--- config.mk ---
export PLATFORM = sky130hd
export DESIGN_NAME = inst_loader
export DESIGN_NICKNAME = d
export VERILOG_FILES = /design/src/rtl/inst_loader.sv
export SDC_FILE = /design/constraint.sdc
export NUM_CORES = 1
export LEC_CHECK = 0
export ABC_AREA = 1
export CAP_MARGIN = 10
export CORE_ASPECT_RATIO = 1.75
export CORE_UTILIZATION = 35
export CTS_CLUSTER_DIAMETER = 40
export CTS_CLUSTER_SIZE = 16
export DETAILED_ROUTE_END_ITERATION = 16
export GPL_TIMING_DRIVEN = 0
export SLEW_MARGIN = 20
export SYNTH_ARGS = -nofsm -noshare
export SYNTH_HDL_FRONTEND = slang
export SYNTH_SLANG_ARGS = --single-unit
--- constraint.sdc ---
create_clock -name CLK -period 1.6 [get_ports CLK]
set_input_delay 0.32 -clock CLK [delete_from_list [all_inputs] [get_ports CLK]]
set_output_delay 0.32 -clock CLK [all_outputs]
set_load 0.02 [all_outputs]
--- src/rtl/inst_loader.sv ---
// rtl/inst_loader.sv - host byte-stream instruction loader and core run supervisor
module inst_loader #(
  parameter int          AW          = 10,
  parameter logic [15:0] RUN_TIMEOUT = 16'hFFFF
) (
  input  logic          CLK,
  input  logic          reset,
  input  logic          in_valid,
  input  logic [7:0]    in_data,
  output logic          in_ready,
  output logic          wr_en,
  output logic [AW-1:0] wr_addr,
  output logic [8:0]    wr_data,
  output logic          core_start,
  input  logic          core_halt,
  output logic          busy,
  output logic          done,
  output logic          overflow,
  output logic          timeout,
  output logic [15:0]   run_cycles
);

  typedef enum logic [2:0] {
    S_IDLE,
    S_LO,
    S_HI,
    S_START,
    S_RUN,
    S_DONE
  } state_t;

  localparam logic [AW-1:0] ADDR_MAX = '1;

  state_t        state_q, state_d;
  logic [7:0]    lo_q, lo_d;
  logic          wr_en_q, wr_en_d;
  logic [AW-1:0] addr_q, addr_d;
  logic [8:0]    data_q, data_d;
  logic          ovf_q, ovf_d;
  logic          tmo_q, tmo_d;
  logic [15:0]   cyc_q, cyc_d;
  logic          start_cnt_q, start_cnt_d;
  logic          accept;
  logic          run_first;
  logic          run_expire;

  assign in_ready = (state_q == S_IDLE) || (state_q == S_LO) || (state_q == S_HI);
  assign accept   = in_valid && in_ready;

  // The first RUN cycle is the one where the freshly cleared counter still reads zero.
  assign run_first  = (cyc_q == 16'd0);
  assign run_expire = (({1'b0, cyc_q} + 17'd1) >= {1'b0, RUN_TIMEOUT});

  // Next-state and datapath updates; every _d defaults to holding its register.
  always_comb begin
    state_d     = state_q;
    lo_d        = lo_q;
    wr_en_d     = 1'b0;
    addr_d      = addr_q;
    data_d      = data_q;
    ovf_d       = ovf_q;
    tmo_d       = tmo_q;
    cyc_d       = cyc_q;
    start_cnt_d = start_cnt_q;

    // Address advances the cycle after a write, but never wraps past the top word.
    if (wr_en_q && (addr_q != ADDR_MAX)) begin
      addr_d = addr_q + 1'b1;
    end

    case (state_q)
      S_IDLE: begin
        if (accept) begin
          lo_d    = in_data;
          addr_d  = '0;
          ovf_d   = 1'b0;
          tmo_d   = 1'b0;
          state_d = S_HI;
        end
      end
      S_LO: begin
        if (accept) begin
          lo_d    = in_data;
          state_d = S_HI;
        end
      end
      S_HI: begin
        if (accept) begin
          wr_en_d = 1'b1;
          data_d  = {in_data[0], lo_q};
          if (in_data[7]) begin
            start_cnt_d = 1'b0;
            state_d     = S_START;
          end else if (addr_q == ADDR_MAX) begin
            ovf_d       = 1'b1;
            start_cnt_d = 1'b0;
            state_d     = S_START;
          end else begin
            state_d = S_LO;
          end
        end
      end
      S_START: begin
        if (start_cnt_q) begin
          cyc_d   = 16'd0;
          state_d = S_RUN;
        end else begin
          start_cnt_d = 1'b1;
        end
      end
      S_RUN: begin
        cyc_d = (cyc_q == 16'hFFFF) ? cyc_q : cyc_q + 16'd1;
        if (core_halt && !run_first) begin
          state_d = S_DONE;
        end else if (run_expire) begin
          tmo_d   = 1'b1;
          state_d = S_DONE;
        end
      end
      S_DONE: begin
        if (in_valid && (in_data == 8'hA5)) begin
          state_d = S_IDLE;
        end
      end
      default: begin
        state_d = S_IDLE;
      end
    endcase
  end

  // State register with synchronous reset; a partial word is simply forgotten.
  always_ff @(posedge CLK) begin
    if (reset) begin
      state_q     <= S_IDLE;
      lo_q        <= 8'd0;
      wr_en_q     <= 1'b0;
      addr_q      <= '0;
      data_q      <= 9'd0;
      ovf_q       <= 1'b0;
      tmo_q       <= 1'b0;
      cyc_q       <= 16'd0;
      start_cnt_q <= 1'b0;
    end else begin
      state_q     <= state_d;
      lo_q        <= lo_d;
      wr_en_q     <= wr_en_d;
      addr_q      <= addr_d;
      data_q      <= data_d;
      ovf_q       <= ovf_d;
      tmo_q       <= tmo_d;
      cyc_q       <= cyc_d;
      start_cnt_q <= start_cnt_d;
    end
  end

  // A strobe already registered when reset arrives must not reach the RAM.
  assign wr_en      = wr_en_q && !reset;
  assign wr_addr    = addr_q;
  assign wr_data    = data_q;
  assign core_start = (state_q != S_RUN);
  assign busy       = (state_q != S_IDLE) && (state_q != S_DONE);
  assign done       = (state_q == S_DONE);
  assign overflow   = ovf_q;
  assign timeout    = tmo_q;
  assign run_cycles = cyc_q;

endmodule

==> load_flow_metrics.sql <==
INSERT INTO impl_metrics (metric_group, metric, value, unit) VALUES
('outcome', 'run_status', 'finished with violations', ''),
('outcome', 'failed_checks', 'setup timing', ''),
('die', 'start_util', '0.361', ''),
('drt', 'postRouteAntennaNets', '0', ''),
('die', 'placeableCoreArea', '0.00723', 'mm^2'),
('timing', 'finalSetupTns', '-4140', 'ps'),
('worst_setup_path', 'path_common_cell', 'sky130_fd_sc_hd__nand2_2', ''),
('timing', 'setup_viol_count_final', '21', ''),
('timing', 'worst_slew_margin_rel', '0.710', ''),
('clocking', 'worst_setup_hold_path_clk_slew', '70', 'ps'),
('placement', 'placed_area', '0.00330', 'mm^2'),
('global_route', 'globalRouteMet1Util', '0.214', ''),
('yosys', 'ys_top_cells_by_count', 'sky130_fd_sc_hd__nor2_1, sky130_fd_sc_hd__nand2_1, sky130_fd_sc_hd__dfxtp_1, sky130_fd_sc_hd__inv_1, sky130_fd_sc_hd__o21ai_0', ''),
('power_and_ir_drop', 'proportion_of_power_drawn_by_the_clock_network', '0.202', ''),
('worst_setup_path', 'crit_start', 'run_cycles[0]$_SDFFE_PP0P_', ''),
('global_route', 'first_global_vias', '2769', ''),
('layout', 'fin_area', '0.00416', 'mm^2'),
('power_and_ir_drop', 'power_switching', '0.00244', 'W'),
('worst_setup_path', 'worst_r2r_path_depth', '16', ''),
('global_route', 'grtUsageMet3', '0.0361', ''),
('yosys', 'synth_xor_area_frac', '0.0269', ''),
('drt', 'post_drt_wl_per_cell', '14.2', 'um'),
('yosys', 'ys_ff_latch', '50', ''),
('die', 'i_o_pin_cnt', '54', ''),
('yosys', 'synth_ff_type', 'sky130_fd_sc_hd__dfxtp_1', ''),
('clocking', 'postCtsHoldBufs', '0', ''),
('yosys', 'synthSimpleGateAreaFrac', '0.373', ''),
('timing', 'timing.fmax', '526', 'MHz'),
('layout', 'flow.area_growth_from_synthesis', '59.5', '%'),
('yosys', 'netlist_instances', '399', ''),
('worst_setup_path', 'path_buf_inv', '1', ''),
('global_route', 'gr_met2_demand_resource', '0.423', ''),
('worst_setup_path', 'cpPeakStageDelay', '370', 'ps'),
('drt', 'detail_route.drc_violations', '0', ''),
('layout', 'insertedDiodeCount', '0', ''),
('placement', 'dp_hpwl', '5670', 'um'),
('worst_setup_path', 'path_delay_family', 'simple AND/OR/NAND/NOR gates', ''),
('worst_setup_path', 'timing.critical_path.fanout_max', '6', ''),
('yosys', 'synth_area', '0.00261', 'mm^2'),
('worst_setup_path', 'worstReg2RegEnd', 'state_q[0]$_SDFFE_PP0P_', ''),
('timing', 'post-route-period-util', '1.19', ''),
('die', 'chipHeight', '116', 'um'),
('power_and_ir_drop', 'power.sequential.fraction', '0.305', ''),
('global_route', 'grt.busiest_layer', 'met2', ''),
('clocking', 'tritoncts', 'done', ''),
('yosys', 'post-synth-top-area-fraction', '0.384', ''),
('worst_setup_path', 'cp.required', '1830', 'ps'),
('worst_setup_path', 'start_kind', 'flip-flop', ''),
('drt', 'dr.first_iter.drc_count', '151', ''),
('worst_setup_path', 'worst_ep_arrival_time', '2130', 'ps'),
('die', 'die-area', '0.00782', 'mm^2'),
('worst_setup_path', 'sequence_of_cells_on_the_critical_path', 'ha_4 > nand2_4 > nor2_4 > buf_6 > nand2_4 > nor2_2 > nand2_1 > nand2_2 > nand2_2 > nor2_4 > nand3_2 > nand3_2 > nand2_4 > nand2_2 > nand2_2 > nor2_2', ''),
('power_and_ir_drop', 'vdd.ir_drop.worst', '895', 'uV'),
('yosys', 'synth.yosys.seq_area_share', '0.384', ''),
('global_route', 'globalRoute.totalOverflow', '0', ''),
('placement', 'gp_routability_congestion', '0.891', ''),
('drt', 'detail_route.wirelength', '8280', 'um'),
('global_route', 'global_route_wire_length_before_repair', '12700', 'um'),
('power_and_ir_drop', 'leakagePower', '1.82', 'nW'),
('layout', 'final_net_count', '511', ''),
('yosys', 'netlist.top_cell.by_area', 'sky130_fd_sc_hd__dfxtp_1', ''),
('die', 'floorplan.rows', '41', ''),
('worst_setup_path', 'worstSetupPathDepth', '16', ''),
('yosys', 'combinational_family_with_the_most_area_after_synthesis', 'simple AND/OR/NAND/NOR gates', ''),
('timing', 'final-max-slew-violation-count', '0', ''),
('placement', 'post-place-cells', '538', ''),
('yosys', 'synth.area.mux_share', '0', ''),
('drt', 'drt_first_pass_iters', '4', ''),
('timing', 'final_critical_path_setup_slack', '-299', 'ps'),
('layout', 'postLayoutCoreUtil', '0.575', ''),
('placement', 'pre_cts_ws', '-702', 'ps');
per-layer routing:
metal / share of wire / routed length (um)
met5: 0 / 0
met3: 0.040 / 329
met1: 0.36 / 3020
met4: 0.027 / 223
met2: 0.57 / 4710
logic make-up (layout without fill, tap and decap cells):
family | after synthesis | in the layout
AND/OR/NAND/NOR | 225 | 225
flip-flops | 50 | 50
adder cells (fa/ha/maj) | 4 | 4
XOR/XNOR | 8 | 8
AO/OA/AOI/OAI | 60 | 60
buffers and inverters | 52 | 149
worst min-delay path, delay by kind of cell (launching register included):
kind	cells	cell delay, ps
DFF	1	310
AOI/OAI and AO/OA	2	120
stage by stage:
stage	power [W]	hold slack (ps)
6_report	0.00594	474
5_1_grt	0.00630	515
4_1_cts	0.00551	478
3_5_place_dp	0.00390	467
3_3_place_gp	0.00389	453
2_1_floorplan	0.00307	389
area by class of cell:
type	count	area, um^2
flip-flops and latches	50	1050
plain buffers	10	87.6
multi-input cells	297	1750
fillers	673	3070
repair buffers	89	835
well taps	86	108
clock inverters	3	40.0
inverters	42	166
clock buffers	5	125
worst min path at each step:
stage / endpoint / depth (start not counted) / startpoint
after detailed placement: overflow$_SDFFE_PP0P_ / 2 / overflow$_SDFFE_PP0P_
after global placement: timeout$_SDFFE_PP0P_ / 2 / timeout$_SDFFE_PP0P_
final: start_cnt_q$_SDFFE_PP0P_ / 2 / start_cnt_q$_SDFFE_PP0P_
after CTS: start_cnt_q$_SDFFE_PP0P_ / 2 / start_cnt_q$_SDFFE_PP0P_
after global routing: overflow$_SDFFE_PP0P_ / 2 / overflow$_SDFFE_PP0P_
after floorplan: run_cycles[1]$_SDFFE_PP0P_ / 1 / reset
cells in the final DEF (no fill, tap or decap), types with 3 or more instances in the layout:
master / Yosys / layout
sky130_fd_sc_hd__nor2_1: 88 / 76
sky130_fd_sc_hd__nand2_1: 87 / 63
sky130_fd_sc_hd__inv_1: 42 / 35
sky130_fd_sc_hd__dfxtp_1: 50 / 31
sky130_fd_sc_hd__buf_4: 2 / 31
sky130_fd_sc_hd__dlygate4sd2_1: 0 / 25
sky130_fd_sc_hd__nand2_2: 5 / 24
sky130_fd_sc_hd__o21ai_0: 25 / 23
sky130_fd_sc_hd__clkdlybuf4s50_1: 0 / 20
sky130_fd_sc_hd__nor2_4: 2 / 14
sky130_fd_sc_hd__a21oi_2: 0 / 14
sky130_fd_sc_hd__nand3_1: 15 / 12
sky130_fd_sc_hd__nand4_1: 11 / 11
sky130_fd_sc_hd__dfxtp_2: 0 / 10
sky130_fd_sc_hd__a21oi_1: 23 / 9
sky130_fd_sc_hd__dfxtp_4: 0 / 9
sky130_fd_sc_hd__xor2_1: 8 / 8
sky130_fd_sc_hd__clkbuf_16: 0 / 6
sky130_fd_sc_hd__buf_6: 0 / 6
sky130_fd_sc_hd__nand2_4: 0 / 5
sky130_fd_sc_hd__o21ai_2: 0 / 5
sky130_fd_sc_hd__inv_2: 0 / 4
sky130_fd_sc_hd__nor2_2: 4 / 4
sky130_fd_sc_hd__clkbuf_2: 0 / 4
sky130_fd_sc_hd__buf_8: 0 / 3
sky130_fd_sc_hd__nand3_4: 0 / 3
sky130_fd_sc_hd__nor3_1: 5 / 3
sky130_fd_sc_hd__nand3_2: 3 / 3
sky130_fd_sc_hd__o21ai_1: 8 / 3
sky130_fd_sc_hd__dlymetal6s2s_1: 0 / 3
state kept, by name, summed over array words and instances (netlist names):
| name | count |
|---|---|
| run_cycles | 16 |
| wr_addr | 10 |
| wr_data | 9 |
| lo_q | 8 |
| state_q | 3 |
| overflow | 1 |
| start_cnt_q | 1 |
| timeout | 1 |
| wr_en_q | 1 |
power groups by stage:
| stage | clock network (W) | logic (W) | registers [W] |
|---|---|---|---|
| 6_report | 0.00120 | 0.00293 | 0.00181 |
| 5_1_grt | 0.00128 | 0.00318 | 0.00184 |
| 4_1_cts | 0.00124 | 0.00250 | 0.00177 |
| 3_5_place_dp | 0 | 0.00212 | 0.00179 |
| 3_3_place_gp | 0 | 0.00210 | 0.00179 |
| 2_1_floorplan | 0 | 0.00115 | 0.00191 |
timing repair:
action	4_1_cts	5_1_grt
setup buffers	22	12
pin swaps	20	36
hold endpoints to repair	0	0
endpoints found under the setup margin	71	54
cloned	1	1
resized for setup	106	77
Note: power is estimated with default switching activity, not from simulation.
